--- config.mk ---
export PLATFORM = sky130hd
export DESIGN_NAME = imem_arbiter_flat
export DESIGN_NICKNAME = d
export VERILOG_FILES = /design/src/rtl/imem_arb_pkg.sv /design/src/rtl/imem_arb_if.sv /design/src/rtl/imem_arb_resp.sv /design/src/rtl/imem_arbiter.sv /design/src/flat_wrapper.sv
export SDC_FILE = /design/constraint.sdc
export NUM_CORES = 1
export LEC_CHECK = 0
export CAP_MARGIN = 20
export CORE_UTILIZATION = 30
export CTS_CLUSTER_DIAMETER = 150
export DETAILED_ROUTE_END_ITERATION = 16
export PLACE_DENSITY = 0.66
export REMOVE_ABC_BUFFERS = 1
export SKIP_CTS_REPAIR_TIMING = 1
export SLEW_MARGIN = 20
export SYNTH_ARGS = -nofsm -noshare
export SYNTH_HDL_FRONTEND = slang
export SYNTH_SLANG_ARGS = --single-unit
--- constraint.sdc ---
create_clock -name clk -period 2.6 [get_ports clk]
set_input_delay 0.39 -clock clk [delete_from_list [all_inputs] [get_ports clk]]
set_output_delay 0.39 -clock clk [all_outputs]
set_load 0.05 [all_outputs]
--- src/rtl/imem_arb_pkg.sv ---
// Shared types and constants for the imem read-port arbiter.
package imem_arb_pkg;

  typedef enum logic [1:0] {
    IDLE = 2'd0,
    OWN0 = 2'd1,
    OWN1 = 2'd2
  } arb_state_t;

  localparam int N_REQ             = 2;
  localparam int ADDR_W            = 6;
  localparam int DEFAULT_MAX_BURST = 4;

endpackage

--- src/rtl/imem_arb_if.sv ---
// Bundle of requester handshakes plus the imem read port seen by the arbiter.
interface imem_arb_if import imem_arb_pkg::*; #(
  parameter int N = 32
) ();

  logic              req0;
  logic [ADDR_W-1:0] addr0;
  logic              gnt0;
  logic              rvalid0;
  logic [N-1:0]      rdata0;

  logic              req1;
  logic [ADDR_W-1:0] addr1;
  logic              gnt1;
  logic              rvalid1;
  logic [N-1:0]      rdata1;

  logic [ADDR_W-1:0] imem_addr;
  logic [N-1:0]      imem_q;

  // Requesters and the imem model drive this side.
  modport master (
    output req0, addr0, req1, addr1, imem_q,
    input  gnt0, rvalid0, rdata0, gnt1, rvalid1, rdata1, imem_addr
  );

  // The arbiter sits on this side.
  modport slave (
    input  req0, addr0, req1, addr1, imem_q,
    output gnt0, rvalid0, rdata0, gnt1, rvalid1, rdata1, imem_addr
  );

endinterface

--- src/rtl/imem_arb_resp.sv ---
// Per-requester response register: captures imem data on a granted beat.
module imem_arb_resp #(
  parameter int N = 32
) (
  input  logic         clk,
  input  logic         reset,
  input  logic         gnt,
  input  logic [N-1:0] d,
  output logic         rvalid,
  output logic [N-1:0] rdata
);

  // rvalid pulses one cycle after each grant; rdata holds between beats.
  always_ff @(posedge clk) begin
    if (reset) begin
      rvalid <= 1'b0;
      rdata  <= '0;
    end else if (gnt) begin
      rvalid <= 1'b1;
      rdata  <= d;
    end else begin
      rvalid <= 1'b0;
    end
  end

endmodule

--- src/rtl/imem_arbiter.sv ---
// Round-robin arbiter sharing the imem read port between fetch (0) and debug (1).
//
//   state | meaning
//   IDLE  | no tenure open, nobody granted last cycle
//   OWN0  | requester 0 holds the port, cnt = beats in this tenure
//   OWN1  | requester 1 holds the port, cnt = beats in this tenure
module imem_arbiter import imem_arb_pkg::*; #(
  parameter int N         = 32,
  parameter int MAX_BURST = DEFAULT_MAX_BURST
) (
  input  logic     clk,
  input  logic     reset,
  imem_arb_if.slave bus
);

  localparam int                CNT_W     = $clog2(MAX_BURST + 1);
  localparam logic [CNT_W-1:0] BURST_CNT = CNT_W'(MAX_BURST);

  arb_state_t        state, state_n;
  logic [CNT_W-1:0]  cnt, cnt_n;
  logic              last, last_n;
  logic [N_REQ-1:0]  req;
  logic [N_REQ-1:0]  sel;
  logic [N_REQ-1:0]  gnt;
  logic [N_REQ-1:0]  rvalid;
  logic [N-1:0]      rdata [N_REQ];
  logic              hit, who, own, oth;

  assign req = {bus.req1, bus.req0};

  // State, tenure counter and last-served register.
  always_ff @(posedge clk) begin
    if (reset) begin
      state <= IDLE;
      cnt   <= '0;
      last  <= 1'b1;
    end else begin
      state <= state_n;
      cnt   <= cnt_n;
      last  <= last_n;
    end
  end

  // Grant decision and next tenure; the owner keeps the port until its burst
  // is used up or it stops asking, so a waiter sees at most MAX_BURST beats.
  always_comb begin
    state_n = state;
    cnt_n   = cnt;
    last_n  = last;
    hit     = 1'b0;
    who     = 1'b0;
    own     = (state == OWN1);
    oth     = ~own;
    case (state)
      IDLE: begin
        if (|req) begin
          hit     = 1'b1;
          who     = (req[0] && req[1]) ? ~last : req[1];
          state_n = who ? OWN1 : OWN0;
          cnt_n   = CNT_W'(1);
          last_n  = who;
        end
      end
      OWN0, OWN1: begin
        if (req[own] && (cnt < BURST_CNT)) begin
          hit   = 1'b1;
          who   = own;
          cnt_n = cnt + 1'b1;
        end else if (req[oth]) begin
          hit     = 1'b1;
          who     = oth;
          state_n = oth ? OWN1 : OWN0;
          cnt_n   = CNT_W'(1);
          last_n  = oth;
        end else if (req[own]) begin
          hit   = 1'b1;
          who   = own;
          cnt_n = CNT_W'(1);
        end else begin
          state_n = IDLE;
          cnt_n   = '0;
        end
      end
      default: begin
        state_n = IDLE;
        cnt_n   = '0;
      end
    endcase
    sel = hit ? (who ? 2'b10 : 2'b01) : 2'b00;
  end

  // Grants are suppressed during reset so no beat can land on a reset edge.
  always_comb begin
    gnt = reset ? '0 : sel;
    if (gnt[1])      bus.imem_addr = bus.addr1;
    else if (gnt[0]) bus.imem_addr = bus.addr0;
    else             bus.imem_addr = '0;
  end

  assign bus.gnt0 = gnt[0];
  assign bus.gnt1 = gnt[1];

  for (genvar i = 0; i < N_REQ; i++) begin : g_resp
    imem_arb_resp #(.N(N)) u_resp (
      .clk    (clk),
      .reset  (reset),
      .gnt    (gnt[i]),
      .d      (bus.imem_q),
      .rvalid (rvalid[i]),
      .rdata  (rdata[i])
    );
  end

  assign bus.rvalid0 = rvalid[0];
  assign bus.rvalid1 = rvalid[1];
  assign bus.rdata0  = rdata[0];
  assign bus.rdata1  = rdata[1];

endmodule

--- src/flat_wrapper.sv ---
// flat-port wrapper written by rule: the top's interface ports become plain ports
module imem_arbiter_flat import imem_arb_pkg::*;
#(
  parameter int N         = 32,
  parameter int MAX_BURST = DEFAULT_MAX_BURST
)
  (clk, reset, bus_req0, bus_addr0, bus_req1, bus_addr1, bus_imem_q, bus_gnt0, bus_rvalid0, bus_rdata0, bus_gnt1, bus_rvalid1, bus_rdata1, bus_imem_addr);
  imem_arb_if #(.N(N)) bus_i ();
  input  logic clk;
  input  logic reset;
  input wire logic [$bits(bus_i.req0)-1:0] bus_req0;
  input wire logic [$bits(bus_i.addr0)-1:0] bus_addr0;
  input wire logic [$bits(bus_i.req1)-1:0] bus_req1;
  input wire logic [$bits(bus_i.addr1)-1:0] bus_addr1;
  input wire logic [$bits(bus_i.imem_q)-1:0] bus_imem_q;
  output wire logic [$bits(bus_i.gnt0)-1:0] bus_gnt0;
  output wire logic [$bits(bus_i.rvalid0)-1:0] bus_rvalid0;
  output wire logic [$bits(bus_i.rdata0)-1:0] bus_rdata0;
  output wire logic [$bits(bus_i.gnt1)-1:0] bus_gnt1;
  output wire logic [$bits(bus_i.rvalid1)-1:0] bus_rvalid1;
  output wire logic [$bits(bus_i.rdata1)-1:0] bus_rdata1;
  output wire logic [$bits(bus_i.imem_addr)-1:0] bus_imem_addr;
  assign bus_i.req0 = bus_req0;
  assign bus_i.addr0 = bus_addr0;
  assign bus_i.req1 = bus_req1;
  assign bus_i.addr1 = bus_addr1;
  assign bus_i.imem_q = bus_imem_q;
  assign bus_gnt0 = bus_i.gnt0;
  assign bus_rvalid0 = bus_i.rvalid0;
  assign bus_rdata0 = bus_i.rdata0;
  assign bus_gnt1 = bus_i.gnt1;
  assign bus_rvalid1 = bus_i.rvalid1;
  assign bus_rdata1 = bus_i.rdata1;
  assign bus_imem_addr = bus_i.imem_addr;
  imem_arbiter #(.N(N), .MAX_BURST(MAX_BURST)) u_core (.clk(clk), .reset(reset), .bus(bus_i));
endmodule
==> flow_summary.yaml, run 1 <==
critical_path:
  critical_path_peak_fanout: 6
  critical-path-top-delay-family: "buffers and inverters"
  crit_path_start_kind: "flip-flop"
  cp.buffers_inverters: 4
  critPathKind: "reg2out"
  nature_of_the_critical_path_endpoint: "output pin"
  required_ps: 2210
  data_arrival_time_at_the_worst_slack_endpoint_ps: 2110
  worst_path_largest_cell_delay_ps: 380
  slowest_library_cell_on_the_worst_path: "dfxtp_4"
  timing.critical_path.mode_cell: "o21ai_2"
  cp_cell_sequence: "inv_4 > ha_4 > and4b_1 > a31oi_2 > o21ai_2 > buf_6 > nand3_1 > o21ai_2 > buf_4 > buf_12"
logic_synthesis:
  post_synth_instance_area_um2: 3210
  synthSimpleGateAreaFrac: 0.258
  sequential_element_share_of_the_synthesized_area: 0.449
  synth.yosys.warnings: 0
  synth_cells: 336
  synth_compound_gate_area_share: 0.108
  ys_seq_elements: 72
  avgSynthCellArea_um2: 9.56
  area_share_of_the_leading_cell_type_in_the_synthesized_netlist: 0.449
  multiplexer_area_fraction_after_synthesis: 0.106
  synth-adder-area-share: 0.0195
  synth_area_leader_cell: "dfxtp_1"
  post_synth_num_cell_types: 33
  largest_family_of_logic_cells_by_synthesized_area: "simple AND/OR/NAND/NOR gates"
  post_synth_xor_area_fraction: 0
  ys_top_cells_by_area: "dfxtp_1, nand2b_1, mux2i_1, nand3b_1, o21ai_1"
clocking:
  clk_root_buffer_cell: "clkbuf_8"
  insertion_delay_ps: 350
  clk_transition_reported_paths_ps: 70
  ctsHtreeMaxLevel: 3
  cts.sinks: 72
  tritoncts_clock_tree: "yes"
  cts_inserted_buffers: 9
  max-clock-path-buffers: 2
placement:
  post-dp-hpwl_mm: 5.48
  dp_slack_ps: -42.9
  buffer_ports.inserted: 121
  final_replace_weighted_congestion: 0.783
  placed_cells_incl_taps: 581
die:
  fp.dieH_um: 105
  ios: 122
  fp.coreArea_um2: 10400
  fp-row-count: 37
  floorplan.die_area_um2: 11100
  die_w_um: 105
  initial_core_utilization: 0.310
final_layout:
  fin_cells: 605
  final_cell_mix: "clkdlybuf4s50_1, dfxtp_1, nand2b_1, o21ai_1, mux2i_1"
  num_antenna_cells: 0
  syn_to_final_growth_pct: 55.1
  most_common_cell_after_layout_fill_and_taps_aside: "clkdlybuf4s50_1"
  finish.net_count: 517
  drive_above_1_share: 0.143
sta:
  tightestPinTransition_ps: 774
  slew_viol_final: 0
  final_setup_skew_ps: 14.6
  setup_viol: 0
  layout_min_cycle_time_ps: 2500
  max-slew-margin-rel: 0.484
  min_period_over_period: 0.962
  final_hold_viol_count: 0
  max_freq_mhz: 400
  post-route-worst-setup-slack_ps: 99.6
  grt_setup_unrepaired: "true"
route:
  first_iter_violations: 130
  route.final.wire_length_mm: 8.19
  postRouteAntennaNets: 0
  dr_total_vias: 2825
  post-route-drc-count: 0
  pre_repair_dr_iteration_count: 4
  routed_via_density: 4.67
  wire_per_inst_um: 13.5
grt:
  grt_overflow: 0
  grt_usage: 0.150
  grt_first_pass_wirelength_mm: 13.3
  grt_max_degree: 105
  grt_antenna_before_repair: 0
  via_count_of_the_first_global_routing_pass: 2791
worst_hold_path:
  worst_hold_class: "reg2reg"
power_and_ir_drop:
  power.sequential.fraction: 0.301
  power.static_leakage_nw: 2.02
  design_power_total_mw: 4.75
  power_frac_comb: 0.509
  ir_drop_mv: 0.478
  power_density_nw_per_um2: 955
  sw_frac_of_total: 0.422
  power.net_switching_mw: 2.01
  internal-power_mw: 2.75
  power.share.clock: 0.190
job:
  maxCapViolCount: 0
status:
  outcome: "finished clean"
[cells in the mapped netlist]
master	count
and4b_1	1
and3_1	1
nand2_1	13
mux2_2	1
a221oi_1	1
nor3_1	1
nand2b_1	66
nand4b_1	2
o211ai_2	1
ha_1	5
buf_6	8
or4b_2	1
nand3b_1	32
a21boi_0	1
o21ai_0	10
a2111oi_4	1
a32o_1	1
nand2_2	1
o32a_1	1
inv_1	8
a21oi_1	4
buf_2	2
nand3_1	8
clkbuf_1	16
mux2i_1	33
a31oi_1	2
dfxtp_1	72
o21ai_1	31
a2111oi_0	1
nor2_1	7
nand4_1	1
a22oi_1	1
o31ai_1	2
[state kept, by name (all words and copies together) (netlist names)]
name                         flops
u_core.state                     2
u_core.g_resp.u_resp.rdata      64
u_core.g_resp.u_resp.rvalid      2
u_core.cnt                       3
u_core.last                      1
[stage by stage]
stage	setup TNS, ps	area (µm²)	utilization	hold WS, ps
2_1_floorplan	-19890	3050	-	441
3_3_place_gp	0	4620	0.446	458
3_5_place_dp	-106	4620	0.446	464
4_1_cts	-1300	4820	0.465	474
5_1_grt	-177	4980	0.480	497
6_report	0	4980	0.480	472
[per-layer routing]
layer	part of all wire	vias up	wire, µm	GRT usage
li1	-	1407	-	-
met1	0.45	1322	3690	0.184
met2	0.46	86	3770	0.237
met3	0.067	10	552	0.0526
met4	0.022	0	184	0.0644
met5	0	-	0	0
[power by group through the flow]
stage	combinational, mW	clock (mW)	sequential [mW]
after floorplan	0.740	0	2.05
after global placement	2.21	0	1.44
after detailed placement	2.23	0	1.44
after CTS	2.24	0.942	1.42
after global routing	2.57	0.998	1.46
final	2.42	0.905	1.43
[layout make-up]
type                            count  area [µm²]
Timing Repair Buffer              143        1470
Fill cell                        1013        5390
Multi-Input combinational cell    230        1660
Inverter                            8        37.5
Clock inverter                      6        65.1
Clock buffer                       10         138
Sequential cell                    72        1450
Tap cell                          136         170
[worst register-to-register path, cell delays in order (launching register included)]
cell       delay [ps]
dfxtp_2           340
inv_4             100
ha_4              170
inv_1              90
a2111oi_4         450
buf_6             190
buf_4             110
nand2_2            40
buf_4             300
mux2i_1           230
[path summary, 6_finish.rpt]
path / start / to / slack (ps) / cells after the start
hold reg to reg: u_core.cnt[1] / u_core.cnt[1] / 470 / 2
setup reg to reg: u_core.state[0] / u_core.g_resp[1].u_resp.rdata[6] / 450 / 9
setup / recovery: u_core.state[1] / bus_imem_addr[3] / 100 / 10
hold / removal: u_core.cnt[1] / u_core.cnt[1] / 470 / 2
[kinds of logic after synthesis]
logic type / count (synthesis)
fa+ha+maj: 5
compound gates: 57
simple gates: 134
buf+inv: 34
mux: 34
flops: 72
Note: power is estimated with default switching activity, not from simulation.
==> run 2: changes to the inputs <==
Clock period 2.6 ns to 3.1 ns, I/O delays scaled along.
==> run 2 against run 1 <==
Compared with the run above: worst hold slack better by 5.6 ps; clock power down 18%; sequential cell count unchanged; highest routed layer unchanged; largest power group unchanged; sequential power down 17%; first-iteration DRC count down 8.5%; non-clock buffer count down 15; largest cell class unchanged; worst setup slack better by 89 ps.
==> flow_summary.yaml, run 2 (synthesis results as in run 1) <==
status:
  outcome: "finished clean"
critical_path:
  timing.critical_path.mode_cell: "inv_1"
  rr_worst_depth: 9
  critPathLaunch: "u_core.state[1]"
  critical_path_peak_fanout: 14
  timing.rr.start: "u_core.state[1]"
  critPathKind: "reg2out"
  slowest_library_cell_on_the_worst_path: "ha_2"
  required_ps: 2630
  data_arrival_time_at_the_worst_slack_endpoint_ps: 2450
  cp_cell_sequence: "inv_1 > ha_2 > inv_1 > a2111oi_4 > buf_6 > nand2_1 > o21ai_1 > buf_12"
  worst_path_largest_cell_delay_ps: 440
  nature_of_the_critical_path_endpoint: "output pin"
  crit_path_start_kind: "flip-flop"
route:
  first_iter_violations: 119
  wire_per_inst_um: 13.6
  route.final.wire_length_mm: 8.00
  post-route-drc-count: 0
  routed_via_density: 4.63
  dr_total_vias: 2727
  postRouteAntennaNets: 0
  pre_repair_dr_iteration_count: 5
placement:
  placed_cells_incl_taps: 574
  buffer_ports.inserted: 121
  post-dp-hpwl_mm: 5.48
  final_replace_weighted_congestion: 0.815
final_layout:
  finish.net_count: 502
  most_common_cell_after_layout_fill_and_taps_aside: "clkdlybuf4s50_1"
  final_cell_mix: "clkdlybuf4s50_1, dfxtp_1, nand2b_1, o21ai_1, mux2i_1"
  layout_top_registers: "u_core.g_resp.u_resp.rdata x64, u_core.cnt x3"
  drive_above_1_share: 0.0817
  num_antenna_cells: 0
  largest-register: "u_core.g_resp.u_resp.rdata"
  fin_cells: 589
  largest_reg_flops: 64
  finish.utilization: 0.460
  nFillCells: 988
  syn_to_final_growth_pct: 48.5
die:
  fp.coreArea_um2: 10400
  ios: 122
  floorplan.die_area_um2: 11100
  fp.dieH_um: 105
  die_w_um: 105
  fp-row-count: 37
  initial_core_utilization: 0.310
clocking:
  clk_transition_reported_paths_ps: 80
  insertion_delay_ps: 340
  ctsHtreeMaxLevel: 3
  cts_inserted_buffers: 9
  clk_root_buffer_cell: "clkbuf_8"
  tritoncts_clock_tree: "yes"
  cts.sinks: 72
  max-clock-path-buffers: 2
grt:
  via_count_of_the_first_global_routing_pass: 2686
  grt_first_pass_wirelength_mm: 12.8
  grt_max_degree: 105
  grt_overflow: 0
  grt_antenna_before_repair: 0
  grt_usage: 0.145
sta:
  grt_setup_unrepaired: "false"
  final.hold.worst_slack_ps: 477
  min_period_over_period: 0.939
  final_setup_skew_ps: 7.50
  setup_viol: 0
  finalSetupTns_ps: 0
  max-slew-margin-rel: 0.492
  tightestPinTransition_ps: 761
  max_freq_mhz: 343
  layout_min_cycle_time_ps: 2910
  slew_viol_final: 0
  final_hold_viol_count: 0
power_and_ir_drop:
  ir_drop_mv: 0.308
  design_power_total_mw: 3.76
  power_density_nw_per_um2: 789
  power.static_leakage_nw: 1.91
worst_hold_path:
  hold-path-cell-count: 2
  hold_path_startpoint: "u_core.g_resp[1].u_resp.rdata[24]"
  worst_hold_class: "reg2reg"
job:
  maxCapViolCount: 0
[run 2: cell types whose count changed in the layout (fill, tap and decap cells not counted), moves of 2 or more]
cell,change
buf_4,-13
buf_6,-2
dfxtp_1,+2
ha_1,+2
ha_4,-3
inv_1,+3
inv_4,-3
o21ai_1,+4
o21ai_2,-4
[run 2: final cells by class]
cell class / count / area [µm²] / share of cell area
well taps: 136 / 170 / 0.0357
clock buffers: 10 / 138 / 0.0289
repair buffers: 128 / 1340 / 0.282
inverters: 8 / 30.0 / 0.00630
clock inverters: 5 / 56.3 / 0.0118
multi-input cells: 230 / 1590 / 0.334
flip-flops and latches: 72 / 1440 / 0.302
[run 2: per-stage QoR]
| stage | area [µm²] | setup slack [ps] |
|---|---|---|
| floorplan | 3050 | -468 |
| global placement | 4570 | 304 |
| detailed placement | 4570 | 225 |
| CTS | 4760 | -49.9 |
| global route | 4770 | 0.0133 |
| finish | 4770 | 188 |
[run 2: path summary, 6_finish.rpt]
kind / endpoint / slack [ps]
min reg2reg: u_core.g_resp[1].u_resp.rdata[24] / 480
min: u_core.g_resp[1].u_resp.rdata[24] / 480
max: bus_imem_addr[4] / 190
max reg2reg: u_core.g_resp[1].u_resp.rdata[21] / 520
[run 2: routing by layer]
layer  vias to the layer above  GRT usage  wire length (µm)
li1                       1381          -                 -
met1                      1246      0.174              3490
met2                        87      0.234              3800
met3                        13     0.0495               585
met4                         0     0.0674               128
met5                         -          0                 0
[run 2: where the power goes]
group          switching, mW  total [mW]  internal [mW]
clock                  0.352       0.741          0.389
sequential            0.0937        1.19           1.10
combinational           1.16        1.83          0.669
total                   1.60        3.76           2.16
[run 2: worst max-delay path: cells and delay by family, from the launching register on]
family | cells | cell delay (ps)
compound gates | 2 | 600
flops | 1 | 380
simple gates | 1 | 60
fa+ha+maj | 1 | 440
buf+inv | 4 | 610
==> run 3: changes to the inputs <==
Settings changed: PLACE_DENSITY 0.66 to 0.67, SYNTH_HIERARCHICAL set to 1, TNS_END_PERCENT set to 100.
==> run 3 against run 2 <==
Compared with the run above: maximum frequency is 0.25% higher; clock skew increased by 1.7 ps; utilization increased by 1.5 points; synthesized area shrank 2.4%; worst setup slack improved by 7.1 ps; count of clock-buffer cells in the layout unchanged; cell area down 0.97%; first-iteration DRC count decreased by 61%; sequential cell count unchanged; worst hold slack improved by 19 ps; critical path type unchanged; largest power group unchanged.
==> flow_summary.yaml, run 3 <==
clocking:
  ctsHtreeMaxLevel: 3
  cts.sinks: 72
  insertion_delay_ps: 330
  tritoncts_clock_tree: "yes"
  clk_transition_reported_paths_ps: 80
  max-clock-path-buffers: 2
  cts_inserted_buffers: 9
  clk_root_buffer_cell: "clkbuf_8"
sta:
  tightestPinTransition_ps: 757
  setup_viol: 0
  final_hold_viol_count: 0
  max_freq_mhz: 344
  post-route-worst-setup-slack_ps: 196
  min_period_over_period: 0.937
  final_setup_skew_ps: 9.23
  max-slew-margin-rel: 0.496
  grt_setup_unrepaired: "false"
  layout_min_cycle_time_ps: 2900
  slew_viol_final: 0
  finalSetupTns_ps: 0
power_and_ir_drop:
  power.share.clock: 0.201
  power.static_leakage_nw: 1.76
  ir_drop_mv: 0.434
  power.net_switching_mw: 1.83
  sw_frac_of_total: 0.410
  power_density_nw_per_um2: 943
  design_power_total_mw: 4.45
  power_frac_comb: 0.529
  power.sequential.fraction: 0.269
  internal-power_mw: 2.63
critical_path:
  timing.critical_path.mode_cell: "buf_12"
  crit_path_start_kind: "flip-flop"
  nature_of_the_critical_path_endpoint: "output pin"
  worst_path_largest_cell_delay_ps: 420
  critical_path.reg2reg.endpoint: "u_core/g_resp[1].u_resp/rdata[27]"
  timing.rr.start: "u_core/state[1]"
  cp.buffers_inverters: 3
  rr_worst_depth: 11
  critical-path-top-delay-family: "compound AO/OA/AOI/OAI gates"
  required_ps: 2630
  slowest_library_cell_on_the_worst_path: "dfxtp_1"
  cp_cell_sequence: "inv_1 > ha_2 > nor2b_2 > a32o_2 > a31oi_4 > buf_12 > mux2i_1 > buf_12"
  critPathKind: "reg2out"
  reg2reg_slack_ps: 370
  critical_path_peak_fanout: 11
  data_arrival_time_at_the_worst_slack_endpoint_ps: 2440
logic_synthesis:
  area_share_of_the_leading_cell_type_in_the_synthesized_netlist: 0.460
  synth_cells: 306
  avgSynthCellArea_um2: 10.2
  synth_top_flop_cell: "dfxtp_1"
  post-synth-top-count-cell: "mux2i_1"
  yosys-top-cells-count: "mux2i_1, dfxtp_1, nor2_1, nand2_1, buf_2"
  synth_edf_count: 0
  sequential_element_share_of_the_synthesized_area: 0.460
  ys_seq_elements: 72
  synth-async-reset-ratio: 0
  post_synth_num_cell_types: 33
  synth_area_leader_cell: "dfxtp_1"
  ys_top_cells_by_area: "dfxtp_1, mux2i_1, nor2_1, buf_12, ha_1"
  synth.yosys.warnings: 6
  post_synth_instance_area_um2: 3130
placement:
  dp_slack_ps: 235
  buffer_ports.inserted: 121
  post-dp-hpwl_mm: 5.42
  final_replace_weighted_congestion: 0.856
  dpl_cell_area_um2: 4450
route:
  routed_via_density: 4.48
  wire_per_inst_um: 13.5
  pre_repair_dr_iteration_count: 4
  first_iter_violations: 46
  dr_total_vias: 2518
  postRouteAntennaNets: 0
  route.final.wire_length_mm: 7.60
  post-route-drc-count: 0
final_layout:
  syn_to_final_growth_pct: 50.7
  largest-register: "u_core/g_resp.u_resp/rdata"
  drive_above_1_share: 0.107
  final_area_um2: 4720
  final_cell_mix: "clkdlybuf4s50_1, mux2i_1, dfxtp_1, nor2_1, nand2_1"
  finish.net_count: 477
  finish.utilization: 0.474
  largest_reg_flops: 64
  num_antenna_cells: 0
  layout_top_registers: "u_core/g_resp.u_resp/rdata x64, u_core/cnt x3"
  most_common_cell_after_layout_fill_and_taps_aside: "clkdlybuf4s50_1"
grt:
  gr-max-usage-layer: "met2"
  globalRouteMet1Util: 0.169
  grt_overflow: 0
  via_count_of_the_first_global_routing_pass: 2636
  grt_usage: 0.144
  grt_util_met2: 0.244
  grt_first_pass_wirelength_mm: 12.7
  grt_max_degree: 75
  grt_antenna_before_repair: 1
  grt_use_met3: 0.0514
worst_hold_path:
  hold-path-endpoint: "u_core/g_resp[0].u_resp/rdata[10]"
  hold_path_startpoint: "u_core/g_resp[0].u_resp/rdata[10]"
  hold-path-cell-count: 2
  worst_hold_class: "reg2reg"
die:
  ios: 122
  fp.coreArea_um2: 9950
  fp-row-count: 36
  fp.dieH_um: 104
  initial_core_utilization: 0.315
  die_w_um: 104
  floorplan.die_area_um2: 10900
job:
  maxCapViolCount: 0
status:
  outcome: "finished clean"
==> run 3: changes by cell type after synthesis, sizes merged, moves of 3 or more <==
cell,change
nand3,-8
mux2i,+42
nor2b,+5
buf,+11
clkbuf,-13
nand2b,-60
inv,-3
nor2,+65
nand3b,-32
o21ai,-38
==> run 3: worst min-delay path, stage by stage, from the launching register on <==
cell and delay (ps):
dfxtp_1 330, mux2i_1 60, nor2_1 70
==> run 3: through the flow <==
| step | hold slack [ps] | cells |
|---|---|---|
| 2_1_floorplan | 465 | 282 |
| 3_3_place_gp | 471 | 544 |
| 3_5_place_dp | 479 | 544 |
| 4_1_cts | 498 | 560 |
| 5_1_grt | 533 | 562 |
| 6_report | 496 | 562 |
==> run 3: cell type report <==
type                            instances  area [µm²]
Clock inverter                          6         116
Fill cell                             954        5230
Sequential cell                        72        1440
Timing Repair Buffer                  131        1400
Multi-Input combinational cell        205        1450
Inverter                                5        18.8
Clock buffer                           10         128
Tap cell                              133         166
==> run 3: power groups by stage <==
stage | Clock (mW) | Sequential [mW] | Combinational, mW
2_1_floorplan | 0 | 1.72 | 1.04
3_3_place_gp | 0 | 1.21 | 2.29
3_5_place_dp | 0 | 1.22 | 2.31
4_1_cts | 0.921 | 1.20 | 2.32
5_1_grt | 0.956 | 1.22 | 2.50
6_report | 0.895 | 1.20 | 2.36
==> run 3: logic make-up (layout without fill, tap and decap cells) <==
| kind of cell | after synthesis | count (layout) | synth area share |
|---|---|---|---|
| compound gates | 21 | 21 | 0.0547 |
| fa+ha+maj | 5 | 5 | 0.0200 |
| buf+inv | 29 | 152 | 0.0802 |
| flops | 72 | 72 | 0.460 |
| mux | 75 | 75 | 0.240 |
| simple gates | 104 | 104 | 0.146 |
==> run 3: how the worst max path moves through the flow <==
stage	from	end	slack, ps	cells after the start
after floorplan	u_core/state[1]	u_core/g_resp[1].u_resp/rdata[3]	-1650	7
after global placement	bus_req1	bus_imem_addr[5]	290	6
after CTS	u_core/state[1]	bus_imem_addr[3]	-50	7
final	u_core/state[1]	bus_imem_addr[3]	200	8
after global routing	u_core/state[1]	bus_imem_addr[3]	70	8
after detailed placement	bus_req1	bus_imem_addr[3]	240	6
==> run 3: metal layers <==
layer  routed length (µm)  up-vias
li1                     -     1264
met1                 3260     1157
met2                 3720       89
met3                  565        6
met4                   43        2
met5                   11        -
